--- src/rtl/comparator_bist_pkg.sv ---
// comparator_bist_pkg: shared FSM state encoding and default polynomial masks for the n=5 harness.
package comparator_bist_pkg;
    typedef enum logic [1:0] {
        IDLE    = 2'd0,
        APPLY   = 2'd1,
        CAPTURE = 2'd2,
        DONE    = 2'd3
    } state_t;
    localparam logic [14:0] LFSR_TAPS_N5 = 15'h6000;
    localparam logic [9:0]  MISR_TAPS_N5 = 10'h240;
endpackage

--- src/rtl/comparator_bist_if.sv ---
// comparator_bist_if: operand/response bundle between the BIST (master) and the comparator (slave).
//   A, B, C      n-bit operands driven by the master
//   OUT1, OUT2   2n-bit responses driven by the slave
interface comparator_bist_if #(parameter int n = 5);
    logic [n-1:0]   A, B, C;
    logic [2*n-1:0] OUT1, OUT2;
    modport master(output A, B, C, input OUT1, OUT2);
    modport slave(input A, B, C, output OUT1, OUT2);
endinterface

--- src/rtl/bist_lfsr.sv ---
// bist_lfsr: Fibonacci LFSR stimulus generator.
//   clk, rst   clock, synchronous active-high reset (clears q)
//   load       load SEED (an all-zero SEED is replaced by 1 so the LFSR never locks up)
//   step       shift in the feedback bit
//   q          current LFSR contents
module bist_lfsr #(
    parameter int               WIDTH = 15,
    parameter logic [WIDTH-1:0] TAPS  = '1,
    parameter logic [WIDTH-1:0] SEED  = WIDTH'(1)
) (
    input  logic             clk,
    input  logic             rst,
    input  logic             load,
    input  logic             step,
    output logic [WIDTH-1:0] q
);
    always_ff @(posedge clk) begin
        if (rst)
            q <= '0;
        else if (load)
            q <= SEED == '0 ? WIDTH'(1) : SEED;
        else if (step)
            q <= {q[WIDTH-2:0], ^(q & TAPS)};
    end
endmodule

--- src/rtl/comparator_bist.sv ---
// comparator_bist: LFSR-driven self-test of the comparator with MISR response compaction.
//   clk, rst    clock, synchronous active-high reset (aborts any run)
//   start       begin a run; honoured only in IDLE or DONE
//   cmp         master side of the comparator bus (A/B/C out, OUT1/OUT2 in)
//   busy        run in progress
//   done        run finished, signature stable
//   pass        done and signature matches GOLDEN
//   signature   MISR contents
module comparator_bist
    import comparator_bist_pkg::*;
#(
    parameter int               n           = 5,
    parameter int               NUM_VECTORS = 20,
    parameter logic [3*n-1:0]   SEED        = 15'h0001,
    parameter logic [3*n-1:0]   LFSR_TAPS   = LFSR_TAPS_N5,
    parameter logic [2*n-1:0]   MISR_TAPS   = MISR_TAPS_N5,
    parameter logic [2*n-1:0]   GOLDEN      = '0
) (
    input  logic                 clk,
    input  logic                 rst,
    input  logic                 start,
    comparator_bist_if.master    cmp,
    output logic                 busy,
    output logic                 done,
    output logic                 pass,
    output logic [2*n-1:0]       signature
);
    localparam int CW = $clog2(NUM_VECTORS + 1);
    state_t         state, next;
    logic [2*n-1:0] misr;
    logic [CW-1:0]  count;
    logic [3*n-1:0] lfsr;
    logic           load, step, last;
    assign load = start && (state == IDLE || state == DONE);
    assign step = state == CAPTURE;
    assign last = count == CW'(NUM_VECTORS - 1);
    bist_lfsr #(.WIDTH(3*n), .TAPS(LFSR_TAPS), .SEED(SEED)) u_lfsr (
        .clk(clk), .rst(rst), .load(load), .step(step), .q(lfsr)
    );
    assign cmp.A = lfsr[n-1:0];
    assign cmp.B = lfsr[2*n-1:n];
    assign cmp.C = lfsr[3*n-1:2*n];
    assign signature = misr;
    always_comb begin
        next = state;
        busy = state == APPLY || state == CAPTURE;
        done = state == DONE;
        pass = done && misr == GOLDEN;
        if (load)
            next = APPLY;
        else if (state == APPLY)
            next = CAPTURE;
        else if (state == CAPTURE)
            next = last ? DONE : APPLY;
    end
    always_ff @(posedge clk) begin
        if (rst) begin
            state <= IDLE;
            misr  <= '0;
            count <= '0;
        end else begin
            state <= next;
            if (load) begin
                misr  <= '0;
                count <= '0;
            end else if (step) begin
                // OUT2 enters rotated right by one so equal OUT1/OUT2 words do not cancel
                misr  <= {misr[2*n-2:0], ^(misr & MISR_TAPS)} ^ cmp.OUT1 ^ {cmp.OUT2[0], cmp.OUT2[2*n-1:1]};
                count <= count + CW'(1);
            end
        end
    end
endmodule
--- src/flat_wrapper.sv ---
// flat-port wrapper written by rule: the top's interface ports become plain ports
module comparator_bist_flat import comparator_bist_pkg::*;
#(
    parameter int               n           = 5,
    parameter int               NUM_VECTORS = 20,
    parameter logic [3*n-1:0]   SEED        = 15'h0001,
    parameter logic [3*n-1:0]   LFSR_TAPS   = LFSR_TAPS_N5,
    parameter logic [2*n-1:0]   MISR_TAPS   = MISR_TAPS_N5,
    parameter logic [2*n-1:0]   GOLDEN      = '0
)
  (clk, rst, start, busy, done, pass, signature, cmp_A, cmp_B, cmp_C, cmp_OUT1, cmp_OUT2);
  comparator_bist_if #(.n(n)) cmp_i ();
  input  logic clk;
  input  logic rst;
  input  logic start;
  output logic busy;
  output logic done;
  output logic pass;
  output logic [2*n-1:0] signature;
  output wire logic [$bits(cmp_i.A)-1:0] cmp_A;
  output wire logic [$bits(cmp_i.B)-1:0] cmp_B;
  output wire logic [$bits(cmp_i.C)-1:0] cmp_C;
  input wire logic [$bits(cmp_i.OUT1)-1:0] cmp_OUT1;
  input wire logic [$bits(cmp_i.OUT2)-1:0] cmp_OUT2;
  assign cmp_A = cmp_i.A;
  assign cmp_B = cmp_i.B;
  assign cmp_C = cmp_i.C;
  assign cmp_i.OUT1 = cmp_OUT1;
  assign cmp_i.OUT2 = cmp_OUT2;
  comparator_bist #(.n(n), .NUM_VECTORS(NUM_VECTORS), .SEED(SEED), .LFSR_TAPS(LFSR_TAPS), .MISR_TAPS(MISR_TAPS), .GOLDEN(GOLDEN)) u_core (.clk(clk), .rst(rst), .start(start), .cmp(cmp_i), .busy(busy), .done(done), .pass(pass), .signature(signature));
endmodule
--- config.mk ---
export PLATFORM = sky130hd
export DESIGN_NAME = comparator_bist_flat
export DESIGN_NICKNAME = d
export VERILOG_FILES = /design/src/rtl/comparator_bist_pkg.sv /design/src/rtl/comparator_bist_if.sv /design/src/rtl/bist_lfsr.sv /design/src/rtl/comparator_bist.sv /design/src/flat_wrapper.sv
export SDC_FILE = /design/constraint.sdc
export NUM_CORES = 1
export LEC_CHECK = 0
export ABC_AREA = 1
export BUFFER_PORTS_ARGS = -buffer_cell sky130_fd_sc_hd__buf_4
export CAP_MARGIN = 20
export CORE_ASPECT_RATIO = 0.6
export CORE_MARGIN = 5
export CORE_UTILIZATION = 51
export DETAILED_ROUTE_END_ITERATION = 10
export PLACE_DENSITY = 0.89
export SLEW_MARGIN = 20
export SYNTH_ARGS = -nofsm -noshare
export SYNTH_HDL_FRONTEND = slang
export SYNTH_HIERARCHICAL = 1
export SYNTH_SLANG_ARGS = --single-unit
--- constraint.sdc ---
create_clock -name clk -period 1.8 [get_ports clk]
set_clock_uncertainty 0.1 [all_clocks]
set_input_delay 0.09 -clock clk [delete_from_list [all_inputs] [get_ports clk]]
set_output_delay 0.09 -clock clk [all_outputs]
set_load 0.02 [all_outputs]
==> run metrics <==
top_reg_cell synth=dfxtp_1; XOR/XNOR share of the synthesized area=0.500%; Ant. Diodes=0; Setup TNS=0 ns; syn_area_per_cell=6.56 µm²; Commonest cells post-synth=nand2_1, inv_1, dfxtp_1; power per cell area=1130 nW/µm²; CTS Buffer Depth=2; compound-cell area share of the yosys netlist=12.0%; largest family of logic cells by synthesized area=simple AND/OR/NAND/NOR gates; first-pass GRT wire length=6730 µm; Die Width=approximately 86 µm; max_slew headroom=80.8%; Inserted Clock Buffers=5; Worst Path Max Fanout=9; Worst-Skew Late Latency=0.28 ns; TritonCTS clock tree=built; routed wire length per instance=~11 µm; Placer Congestion=between 0.8 and 0.9; final worst-path cycle share=92.7%; synth top area cells=dfxtp_1, nand2_1, inv_1; Critical Path RT=between 1.5 and 2 ns; Final Max Tran Viols=0; Die Y=55.4 µm; Synth warnings=6; cell taking the most area after synthesis=dfxtp_1; GRT Total Usage=17.4%; Post-Route WL=4050 µm; Hold Violations, Final=0; HPWL Detailed=3160 µm; Mapped Area=1750 µm²; peak supply drop=0.000498 V; Starting Density=53.3%; Leak=1.15 nW; cells after synthesis=267; Worst EP arrival=around 1.8 ns; FMAX=599 MHz; nets in the synthesized netlist=295; core area=3280 µm²; post-synthesis adder-cell area fraction=3.57%; top cell type's share of synthesized area=a little over a third; share of cells above drive strength 1=about 24%; hold crit path type=in -> reg; DRC violations left=0; P&R area growth vs syn=28.2%; sequential area share after synthesis=between 30% and 40%; largest net degree at the start of global routing=18; Root Buffer=clkbuf_8; GRT overflow=0; mux contribution to synthesized area=0%; CP Launch Type=register; # Max-Cap Violations=0; DR vias=1,737; H-Tree Depth=2; antenna violations before repair=0; nets@finish=350; # setup viols final=0; min setup slack post-route=approximately 0.13 ns; Worst-Margin Slew=between 0.2 and 0.3 ns; CTS Sinks=32; most common cell in the synthesized netlist=nand2_1; TritonRoute pass-1 iters=5; via density per instance=4.72; CP Class=reg -> reg; Synth Register Bits=32; Top Ports=51; final worst path period need=1.67 ns; EDFF count, synth=0; outcome=completed; Port Buffers=50; Die ar.=4740 µm²; Crit. End Element=register; Power Total=approximately 2.5 mW; Async S/R FF share, synth=0%; clock-pin slew on the worst setup and hold paths=0.07 ns; post-route ant nets=0; # rows=16; post-synthesis cell type count=21; Iteration-0 DRC Markers=154; pre-CTS setup slack=0.113 ns; RSZ-0062 raised after global routing=false; vias in the first global route=1,518; Simple-Gate Fraction of Synth Area=31.2%
per-layer routing:
layer,vias up,part of all wire [%],track usage (%)
li1,919,-,-
met1,756,46,24.1
met2,58,46,25.6
met3,4,7.3,4.75
met4,0,0.76,6.32
met5,-,0,0
logic make-up (layout without fill, tap and decap cells):
logic type               count (synthesis)  count (layout)
AND/OR/NAND/NOR                        133             133
buffers and inverters                   62             118
AO/OA/AOI/OAI                           34              34
flip-flops                              32              32
adder cells (fa/ha/maj)                  5               5
XOR/XNOR                                 1               1
power by group:
group          total (mW)  internal [mW]  switching [mW]  leakage (nW)
Sequential          0.886          0.803          0.0829         0.259
Clock               0.565          0.305           0.260        0.0510
Combinational        1.08          0.401           0.683         0.837
stage by stage:
stage | std cells | cell area (µm²) | util, % | hold slack (ns)
floorplan | 267 | 1750 | - | 0.0591
global placement | 359 | 2140 | 65.2 | 0.172
detailed placement | 359 | 2140 | 65.2 | 0.171
CTS | 368 | 2240 | 68.3 | 0.0502
global route | 368 | 2240 | 68.4 | 0.0676
finish | 368 | 2240 | 68.4 | 0.0573
critical path, stage by stage (launching register included):
cell     delay, ns
dfxtp_2       0.36
inv_1         0.05
ha_1          0.33
nand2_1       0.13
inv_1         0.06
or2_1         0.25
buf_4         0.19
a21oi_1       0.13
sequential cells by signal, summed over array words and instances (netlist names):
signal / cells
u_core/u_lfsr/q: 15
u_core/state: 2
u_core/count: 5
u_core/signature: 10
cell usage in the layout (no fill, tap or decap):
cell           count
nand2_1           99
buf_4             55
inv_1             52
dfxtp_1           31
nand3_1           22
a21oi_1           20
a21oi_2           10
clkbuf_8           6
nor2_1             5
ha_1               5
nand4_1            3
o21ai_0            3
clkinv_2           2
inv_2              2
dlygate4sd3_1      1
nor3_1             1
nand2_2            1
nor3_2             1
xor2_1             1
dfxtp_2            1
or2_1              1
a211oi_1           1
cell type report:
class / instances / area, µm²
timing repair buffer: 56 / 423
clock buffer: 6 / 82.6
sequential: 32 / 642
clock inverter: 2 / 10.0
inverter: 54 / 203
tap: 45 / 56.3
multi-input combinational: 173 / 828
fill: 270 / 1040
worst paths after layout:
kind                  startpoint                   to  slack (ns)  cells after the start
max              u_core/state[0]  u_core/u_lfsr/q[11]        0.13                      7
min                  cmp_OUT1[8]  u_core/signature[8]        0.06                      5
max reg2reg      u_core/state[0]  u_core/u_lfsr/q[11]        0.13                      7
min reg2reg  u_core/u_lfsr/q[10]  u_core/u_lfsr/q[11]        0.38                      2
timing repair:
item	in CTS	in global routing
gates resized for setup	0	1
setup buffers	0	0
setup endpoints to repair	0	2
hold buffers	1	0
hold endpoints to repair	1	0
(Power assumes the default switching activity.)
